--- src/rtl/bf_program_loader.sv ---
// Streams ASCII Brainfuck text into a program RAM. Non-command bytes are filtered out
// and a 0x00 terminator is appended; bracket balance and capacity overflow are flagged.
module bf_program_loader #(
  parameter int SIZE      = 512,
  parameter int ADDR_SIZE = 9
) (
  input  logic                 clk,
  input  logic                 reset,
  input  logic                 start,
  input  logic                 in_valid,
  input  logic [7:0]           in_data,
  output logic                 in_ready,
  output logic [ADDR_SIZE-1:0] ram_addr,
  output logic [7:0]           ram_data,
  output logic                 ram_write,
  output logic                 busy,
  output logic                 done,
  output logic                 overflow,
  output logic                 unbalanced,
  output logic [ADDR_SIZE:0]   length
);

  typedef enum logic [2:0] {IDLE, LOAD, TERM, SETTLE, DONE} state_t;

  state_t                 state_q, state_d;
  logic [ADDR_SIZE:0]     length_q, length_d;
  logic [ADDR_SIZE-1:0]   depth_q, depth_d;
  logic                   overflow_q, overflow_d;
  logic                   unbalanced_q, unbalanced_d;
  logic [ADDR_SIZE-1:0]   ram_addr_q, ram_addr_d;
  logic [7:0]             ram_data_q, ram_data_d;
  logic                   ram_write_q, ram_write_d;

  logic accept, is_cmd, full;

  assign accept = in_valid && (state_q == LOAD);
  assign is_cmd = (in_data == 8'h2B) || (in_data == 8'h2D) || (in_data == 8'h3C) ||
                  (in_data == 8'h3E) || (in_data == 8'h5B) || (in_data == 8'h5D) ||
                  (in_data == 8'h2E) || (in_data == 8'h2C);
  // The final RAM slot is reserved for the terminator.
  assign full   = (length_q == (ADDR_SIZE+1)'(SIZE-1));

  always_comb begin
    state_d      = state_q;
    length_d     = length_q;
    depth_d      = depth_q;
    overflow_d   = overflow_q;
    unbalanced_d = unbalanced_q;
    ram_addr_d   = ram_addr_q;
    ram_data_d   = ram_data_q;
    ram_write_d  = 1'b0;
    case (state_q)
      IDLE, DONE: begin
        if (start) begin
          state_d      = LOAD;
          length_d     = '0;
          depth_d      = '0;
          overflow_d   = 1'b0;
          unbalanced_d = 1'b0;
        end
      end
      LOAD: begin
        if (accept) begin
          if (in_data == 8'h00 || (is_cmd && full)) begin
            // Terminator write is registered on entry so it is visible during TERM.
            state_d     = TERM;
            ram_write_d = 1'b1;
            ram_addr_d  = length_q[ADDR_SIZE-1:0];
            ram_data_d  = 8'h00;
            if (is_cmd) overflow_d = 1'b1;
            if (depth_q != '0) unbalanced_d = 1'b1;
          end else if (is_cmd) begin
            ram_write_d = 1'b1;
            ram_addr_d  = length_q[ADDR_SIZE-1:0];
            ram_data_d  = in_data;
            length_d    = length_q + 1'b1;
            if (in_data == 8'h5B) depth_d = depth_q + 1'b1;
            if (in_data == 8'h5D) begin
              if (depth_q == '0) unbalanced_d = 1'b1;
              else               depth_d      = depth_q - 1'b1;
            end
          end
        end
      end
      TERM:    state_d = SETTLE;
      SETTLE:  state_d = DONE;
      default: state_d = IDLE;
    endcase
  end

  always_ff @(posedge clk) begin
    if (!reset) begin
      state_q      <= IDLE;
      length_q     <= '0;
      depth_q      <= '0;
      overflow_q   <= 1'b0;
      unbalanced_q <= 1'b0;
      ram_addr_q   <= '0;
      ram_data_q   <= '0;
      ram_write_q  <= 1'b0;
    end else begin
      state_q      <= state_d;
      length_q     <= length_d;
      depth_q      <= depth_d;
      overflow_q   <= overflow_d;
      unbalanced_q <= unbalanced_d;
      ram_addr_q   <= ram_addr_d;
      ram_data_q   <= ram_data_d;
      ram_write_q  <= ram_write_d;
    end
  end

  assign in_ready   = (state_q == LOAD);
  assign busy       = (state_q == LOAD) || (state_q == TERM) || (state_q == SETTLE);
  assign done       = (state_q == DONE);
  assign overflow   = overflow_q;
  assign unbalanced = unbalanced_q;
  assign length     = length_q;
  assign ram_addr   = ram_addr_q;
  assign ram_data   = ram_data_q;
  assign ram_write  = ram_write_q;

endmodule

--- config.mk ---
export PLATFORM = sky130hd
export DESIGN_NAME = bf_program_loader
export DESIGN_NICKNAME = d
export VERILOG_FILES = /design/src/rtl/bf_program_loader.sv
export SDC_FILE = /design/constraint.sdc
export NUM_CORES = 1
export LEC_CHECK = 0
export CAP_MARGIN = 30
export CORE_UTILIZATION = 40
export CTS_BUF_LIST = sky130_fd_sc_hd__clkbuf_4
export CTS_CLUSTER_SIZE = 20
export DETAILED_ROUTE_END_ITERATION = 16
export MAX_ROUTING_LAYER = met4
export PLACE_DENSITY = 0.65
export SLEW_MARGIN = 20
export SYNTH_ARGS = -nofsm -noshare
export SYNTH_HDL_FRONTEND = slang
export SYNTH_SLANG_ARGS = --single-unit
export TNS_END_PERCENT = 5
--- constraint.sdc ---
create_clock -name clk -period 2.72 [get_ports clk]
set_input_delay 0.272 -clock clk [delete_from_list [all_inputs] [get_ports clk]]
set_output_delay 0.272 -clock clk [all_outputs]
set_load 0.005 [all_outputs]
* Word level (Yosys, flattened, before mapping) *
Cells that the tools add are included.

word-level totals
  bits in registers = 42
  input bits = 12
  output and inout bits = 33

cells by class
  add/sub/neg operators = 3
  equality and inequality tests = 22
  multiplexer cells = 35
  reductions and logical operators = 25

operator list
  kind                                               number
  two-way mux 9 bit                                  9
  == test 8 x 6 -> 1 bit (second input constant)     6
  two-way mux 10 bit                                 4
  case mux 10 bit (2 select lines)                   1
  case mux 9 bit (2 select lines)                    1
  == test 8 x 7 -> 1 bit (second input constant)     2
  two-way mux 8 bit                                  2
  two-way mux 1 bit                                  12
  case mux 3 bit (4 select lines)                    1
  adder 10 x 1 -> 10 bit (second input constant)     1
  == test 10 x 9 -> 1 bit (second input constant)    1
  logical OR 1 bit                                   10
  AND reduction 5 bit                                2
  adder 9 x 1 -> 9 bit (second input constant)       1
  zero test 9 bit                                    1
  two-way mux 3 bit                                  3
  != test 3 x 1 -> 1 bit (second input constant)     3
  AND reduction 3 bit                                3
  nonzero test 9 bit                                 1
  subtractor 9 x 1 -> 9 bit (second input constant)  1
  zero test 8 bit                                    1
  AND reduction 7 bit                                1
  == test 3 x 2 -> 1 bit (second input constant)     2
  != test 2 x 1 -> 1 bit (second input constant)     3
  9 further kinds                                    13

* Longest topological paths before layout *
Gate-level depths: netlist (run 1).

  word-level depth = 13
  gate-level depth with buffers = 8

* Least setup slack after synthesis (run 1) *
No wires, ideal clock.

  path type = reg2reg
  from = register depth_q[2]
  to = register depth_q[1]
  setup time = 0.128 ns
  arrival = 1.850 ns
  setup slack = 0.742 ns
  cell stages (with the launch flop) = 8
  path buffers = 1
  cells stage by stage = dfxtp_1 clkbuf_2 or4_4 nor4_4 nor2_2 mux2_2 a21oi_1 o31ai_1

on the way
  word-level cells in the longest chain between the ends = 7

ends and longest elaborated chain
  element                          RTL line  text
  from (decl)                      27        logic [ADDR_SIZE-1:0] depth_q, depth_d;
  from (signal assigned)           104       depth_q <= depth_d;
  zero test 9 bit                  79        if (depth_q == '0) unbalanced_d = 1'b1;
  two-way mux 9 bit                79
  two-way mux 9 bit                78        if (in_data == 8'h5D) begin
  two-way mux 9 bit                72        end else if (is_cmd) begin
  two-way mux 9 bit                64        if (in_data == 8'h00 || (is_cmd && full)) begin
  two-way mux 9 bit                63        if (accept) begin
  case mux 9 bit (2 select lines)  52        case (state_q)

Every way passes these cells. The select of a mux whose other input is x is not followed.
A chain may end at the register's enable or synchronous reset.

* Final worst setup path (run 1) *
  from = register length_q[1], in the netlist length[1]
  to = register depth_q[7]

on the way
  word-level cells in the longest chain between the ends = 5

ends and longest elaborated chain
  element                        RTL line  text
  from (decl)                    26        logic [ADDR_SIZE:0] length_q, length_d;
  from (signal assigned)         103       length_q <= length_d;
  == test 10 x 9 -> 1 bit        41        assign full = (length_q == (ADDR_SIZE+1)'(SIZE-1));
  logical AND 1 bit              64
  logical OR 1 bit               64
  != test 2 bit (no line)        --
  AND reduction 5 bit (no line)  --

Every way passes these cells.

==> summary.txt, run 1 <==
Status -> complete, no violations
Reg-to-Reg Start -> length[1]
PnR Total Power -> 1.11 mW
Num CTS Buffers -> 5
RSZ-0062 raised after global routing -> no
Synth Area in Compound Gates -> 21.4%
I/O pins -> 45
Vias in the first global route -> 1691
Antenna violations before repair -> 0
Final hold violations -> 0
Worst setup SP type -> flop
XOR/XNOR Fraction of Synth Area -> 0.831%
Initial Util -> 41.3%
Final GP Congestion -> 0.848
Share of cells above drive strength 1 -> 9.86%
Final Cycle Share -> 93.0%
Clock transition at path regs -> 120 ps
DIE AREA -> 5570 µm²
I/O Buffers -> 44
Setup bufs post-CTS -> 0
Crit Path Max Fanout -> 33
Vias per cell -> 5.36
Hold path start -> ram_data[3]
Slew margin rel. -> 52.1%
Global Route Usage Sum -> 19.3%
Max-slew violation count -> 0
Total Wirelength -> 4.85 mm
Worst hold slack -> 466 ps
Yosys Warn Count -> 0
CP Data Required Time -> 2980 ps
Least-Margin Pin Slew -> 719 ps
Antenna Cells -> 0
DIE WIDTH -> 74.6 µm
Post-synth design cell area -> 2110 µm²
Yosys reg bits -> 42
Hold Path End -> ram_data[3]
CTS tree -> built
Power Dens Cells -> 413 nW/µm²
Synthesized netlist cell count -> 236
Seq/Total Area, Yosys -> 39.9%
DR pass1 iterations -> 4
VDD IR max -> 0.214 mV
Critical Path AT -> 2790 ps
EDFF count, synth -> 0
Clock Latency Late Sink -> 360 ps
HPWL Detailed -> 3.46 mm
Finished Core Util -> 52.6%
Synth-to-layout area growth -> 27.5%
FF-to-FF path depth -> 7
Post-synth cell types -> 51
Reg2reg setup slack -> 190 ps
Simple-gate share of the synthesized area -> 26.6%
Mapped Nets -> 251
Final setup fails -> 0
Post-DRT Antenna Nets -> 0
Pin count of the biggest net entering global routing -> 34
Placed cell count -> 346
Min cycle time layout -> 2530 ps
CTS H-Tree Depth -> 2
Sink Count -> 42
R2r endpoint -> depth_q[7]
Total core area -> 5110 µm²
Root buffer cell -> clkbuf_4
Setup TNS -> 0 ps
Clock Path Buffers -> 2
CP endpoint kind -> flop
Row count -> 26
Skew final -> 11.1 ps
MaxCap Viol Count -> 0
Critical path type -> reg -> reg
Cell Chain, Critical Path -> ha_1 > nand4_1 > nor3_1 > nor2_1 > a31oi_4 > nor2_1 > o221a_2
Largest family of logic cells by synthesized area -> simple AND/OR/NAND/NOR gates
Chip height -> 74.6 µm
Total congestion overflow -> 0
F_max -> 0.395 GHz
Synthesized-area fraction occupied by adder cells -> 1.78%
Final Instance Count excl. Fillers -> 354
Crit-path slowest cell -> a31oi_4
WHS Path Cells -> 2
Async set-reset flop share out of synthesis -> 0%
Most used cell along the critical path -> nor2_1
P_leak -> 0.988 nW
Post-CTS resize count -> 0
Hold Buf Count CTS -> 0
Residual DRC -> 0
Min-Delay Path Class -> reg -> reg
Ys flop type -> dfxtp_1
Initial DRC Count -> 94
Slowest stage delay, CP -> 630 ps
Via count -> 1899
Routed length per instance -> 13.7 µm
Mean Syn Cell Area -> 8.93 µm²
# nets final -> 298
Multiplexer share of the synthesized area -> 5.88%
First-pass GRT wire length -> 8.01 mm
## power breakdown
group / total, mW / switching, mW / internal [mW]
sequential: 0.634 / 0.00962 / 0.625
clock: 0.321 / 0.210 / 0.112
combinational: 0.154 / 0.0838 / 0.0707
total: 1.11 / 0.303 / 0.807
## area by class of cell
type	count	area, µm²
repair buffers	50	485
well taps	70	87.6
multi-input cells	177	1190
inverters	7	26.3
clock buffers	6	45.0
fillers	507	2420
clock inverters	2	13.8
flip-flops and latches	42	841
## critical path, delay by kind of cell (launching register included)
family	cells	cell delay [ps]
AOI/OAI and AO/OA	2	910
adders and majority gates	1	240
DFF	1	470
and+or+nand+nor	4	810
## state kept, by name, summed over array words and instances, names as in the netlist
register,flops
depth_q,9
length,10
overflow,1
ram_addr,9
ram_data,8
ram_write,1
state_q,3
unbalanced,1
## stage by stage
step,instance area (µm²),setup slack (ps)
2_1_floorplan,2110,742
6_report,2690,191
4_1_cts,2690,199
5_1_grt,2690,11.3
3_3_place_gp,2630,125
3_5_place_dp,2630,60.5
## cells in the mapped netlist, drive strengths merged, types with 4 or more instances
cell type,number,area [µm²]
a21oi,21,105
a22o,8,70.1
a31oi,5,46.3
and2,5,31.3
and3,7,43.8
clkbuf,7,27.5
dfxtp,42,841
inv,7,26.3
mux2i,9,90.1
nand2,8,30.0
nand3,11,60.1
nand4,4,31.3
nor2,24,92.6
nor3,5,30.0
o21ai,15,75.1
o31ai,6,45.0
or3,10,62.6
or4,6,48.8
## routing by layer
metal	up-vias	global-route usage, %	part of all wire [%]
met5	-	-	0
met4	0	7.55	1.6
met3	9	2.85	3.1
met2	35	30.3	45
met1	872	24.9	50
li1	983	-	-
## how the worst max path moves through the flow
stage / startpoint / to / slack [ps] / cells past startpoint
floorplan: depth_q[2] / depth_q[1] / 740 / 7
global placement: in_data[0] / length[7] / 130 / 7
detailed placement: in_data[0] / length[9] / 60 / 7
CTS: length[1] / depth_q[7] / 200 / 7
global route: length[0] / depth_q[2] / 10 / 7
finish: length[1] / depth_q[7] / 190 / 7
## logic make-up (layout without fill, tap and decap cells)
logic type                 Yosys count  in the layout
xor gates and xnor gates             2              2
DFF                                 42             42
buffers and inverters               17             65
muxes                               12             12
adders and majority gates            3              3
AOI/OAI and AO/OA                   66             66
and+or+nand+nor                     94             94
## cell usage in the layout, fill, tap and decap left out, drive strengths merged, types with 2 or more instances in the layout
master and count:
nand2 8, a22o 8, a32oi 2, dfxtp 42
nor2 24, o211ai 2, nor4 3, nand4 4
and3 7, mux2i 9, or3 10, a21oi 21
nand3 11, or4 6, nand2b 3, and2 5
clkdlybuf4s50 44, ha 3, o21ai 15, inv 7
nor3 5, clkinv 2, a31oi 5, mux2 3
clkbuf 6, buf 6, nor4b 2, o31ai 6
a21o 2
No activity file was read; power rests on OpenSTA's default activity.
==> run 2: changes to the inputs <==
- CORE_MARGIN: not set -> 2
- TNS_END_PERCENT: 5 -> 100
==> run 2 against run 1 <==
Effect of this change:
- first-iteration DRC count up 2.1%
- worst setup slack better by 95 ps
- register-to-register slack better by 95 ps
- routed wire length up 1.7%
- hold slack worse by 4.2 ps
- clock skew up 3.0 ps
- clock-buffer cell count down 1
- clock power up 2%
- global-route usage down 2.2 points
- via count up 1.1%
- core utilization up 0.074 points
- total power up 0.75%
- critical path type unchanged
- critical endpoint unchanged
- largest power group unchanged
==> summary.txt, run 2 (synthesis results as in run 1) <==
Final GP Congestion -> 0.826 (-2.6%)
Most used cell along the critical path -> nor2_1
Power Dens Cells -> 415 nW/µm² (+0.61%)
P_leak -> 0.984 nW (-0.39%)
DIE AREA -> 5870 µm² (+5.4%)
Hold Buf Count CTS -> 0 (unchanged)
Post-DRT Antenna Nets -> 0 (unchanged)
Clock Latency Late Sink -> 350 ps (about the same)
Global Route Usage Sum -> 17.1% (-2.2 points)
Antenna violations before repair -> 0 (unchanged)
Row count -> 26 (unchanged)
MaxCap Viol Count -> 0 (unchanged)
Commonest non-fill, non-tap cell in the layout -> clkdlybuf4s50_1
CP top delay family -> compound AO/OA/AOI/OAI gates
DR pass1 iterations -> 4 (unchanged)
HPWL Detailed -> 3.50 mm (+1.2%)
Fillers -> 478 (-5.7%)
First-pass GRT wire length -> 8.20 mm (+2.3%)
Max reg flops -> 10 (unchanged)
Worst slack at placement -> 47.0 ps (-13.4 ps)
Critical Path AT -> 2690 ps (-100 ps)
Antenna Cells -> 0 (unchanged)
Chip height -> 76.6 µm (+2.7%)
Cell Chain, Critical Path -> ha_1 > nand4_1 > nor3_1 > nor2_1 > a31oi_4 > nor2_1 > o221a_2
Met3 Track Usage GR -> 2.84% (about the same)
Slew margin rel. -> 52.0% (about the same)
PnR worst setup slack -> 286 ps (+95.3 ps)
PnR Total Power -> 1.12 mW (+0.75%)
Least-Margin Pin Slew -> 720 ps (+0.561 ps)
Crit-path slowest cell -> a31oi_4
Total Wirelength -> 4.93 mm (+1.7%)
CTS H-Tree Depth -> 2 (unchanged)
Total congestion overflow -> 0 (unchanged)
VDD IR max -> 0.229 mV (+6.8%)
GR peak layer -> met2
FF-to-FF path depth -> 7 (unchanged)
Sink Count -> 42 (unchanged)
I/O Buffers -> 44 (unchanged)
Post-CTS resize count -> 0 (unchanged)
Slowest stage delay, CP -> 600 ps (-30 ps)
Setup TNS -> 0 ps (unchanged)
CTS tree -> built
Vias in the first global route -> 1775 (+5.0%)
Clock transition at path regs -> 140 ps (+20 ps)
Crit Path Max Fanout -> 33 (unchanged)
Critical path type -> reg -> reg
WHS Path Cells -> 2 (unchanged)
Skew final -> 14.1 ps (+2.96 ps)
Num CTS Buffers -> 5 (unchanged)
Hold Path End -> ram_data[3]
Worst setup SP type -> flop
Share of cells above drive strength 1 -> 9.86% (unchanged)
# nets final -> 298 (unchanged)
Initial Util -> 41.3% (unchanged)
Vias per cell -> 5.42 (+1.1%)
Total core area -> 5110 µm² (unchanged)
Final Cycle Share -> 89.5% (-3.5 points)
Worst Setup SP -> length[0]
Setup bufs post-CTS -> 0 (unchanged)
Clock Path Buffers -> 2 (unchanged)
Synth-to-layout area growth -> 27.7%
Routed length per instance -> 13.9 µm (+1.7%)
RSZ-0062 raised after global routing -> no
Min cycle time layout -> 2430 ps (-95.3 ps)
Reg2reg setup slack -> 290 ps (+100 ps)
Via count -> 1920 (+1.1%)
DIE WIDTH -> 76.6 µm (+2.7%)
Final setup fails -> 0 (unchanged)
Met1 Usage GRT -> 21.0% (-3.9 points)
CP endpoint kind -> flop
Max-slew violation count -> 0 (unchanged)
Reg-to-Reg Start -> length[0]
Worst hold slack -> 462 ps (-4.20 ps)
R2r endpoint -> depth_q[7]
Root buffer cell -> clkbuf_4
Pin count of the biggest net entering global routing -> 34 (unchanged)
Residual DRC -> 0 (unchanged)
Most frequent cells in the layout -> clkdlybuf4s50_1, dfxtp_1, nor2_1
I/O pins -> 45 (unchanged)
GR Layer Usage met2 -> 28.8% (-1.6 points)
Min-Delay Path Class -> reg -> reg
Buf/Inv on CP -> 0 (unchanged)
Final hold violations -> 0 (unchanged)
CP Data Required Time -> 2980 ps (about the same)
F_max -> 0.411 GHz (+3.9%)
Status -> complete, no violations
Hold path start -> ram_data[3]
Initial DRC Count -> 96 (+2.1%)
==> run 2: cell count changes in the layout (fill, tap and decap cells not counted), sizes merged <==
cell      before  now
clkinvlp       0    1
clkinv         2    1
inv            7    8
clkbuf         6    5
==> run 2: through the flow <==
stage,std cells,cell area (µm²),utilization [%]
after floorplan,236,2110,-
after global placement,346,2630,51.5
after detailed placement,346,2630,51.5
after CTS,354,2690,52.7
after global routing,354,2690,52.7
final,354,2690,52.7
==> run 2: power breakdown <==
part	total (mW)	switching (mW)	internal [mW]
clock	0.329	0.224	0.106
combinational	0.155	0.0841	0.0705
sequential	0.635	0.00955	0.625
total	1.12	0.317	0.801
==> run 2: worst register-to-register path: stages (launching register included) <==
cell	delay (ps)
dfxtp_1	460
ha_1	230
nand4_1	210
nor3_1	310
nor2_1	140
a31oi_4	600
nor2_1	110
o221a_2	290
==> run 2: how the worst max path moves through the flow <==
stage                       to  slack [ps]  cells after the start
global route        depth_q[0]          20                      7
CTS                 depth_q[7]         230                      7
detailed placement   length[7]          50                      7
global placement     length[7]         130                      7
floorplan           depth_q[1]         740                      7
finish              depth_q[7]         290                      7
==> run 2: per-layer routing <==
| layer | routed length [µm] | up-vias |
|---|---|---|
| met1 | 2400 | 895 |
| met5 | 0 | - |
| met2 | 2330 | 48 |
| met4 | 27 | 0 |
| li1 | - | 973 |
| met3 | 179 | 4 |
==> run 2: final cells by class <==
class                      count  area, µm²  area share, %
clock buffer                   5       37.5           1.39
multi-input combinational    177       1190           44.2
sequential                    42        841           31.2
inverter                       7       26.3          0.976
timing repair buffer          50        485           18.0
tap                           70       87.6           3.25
clock inverter                 3       25.0          0.929
==> run 3: changes to the inputs <==
- ABC_CLOCK_PERIOD_IN_PS: not set -> 2720
- CORE_MARGIN: 2 -> not set
- HOLD_SLACK_MARGIN: not set -> 0.06
==> results of run 3 <==
Same layout as run 1: the final DEF is identical, and so are final timing and power.
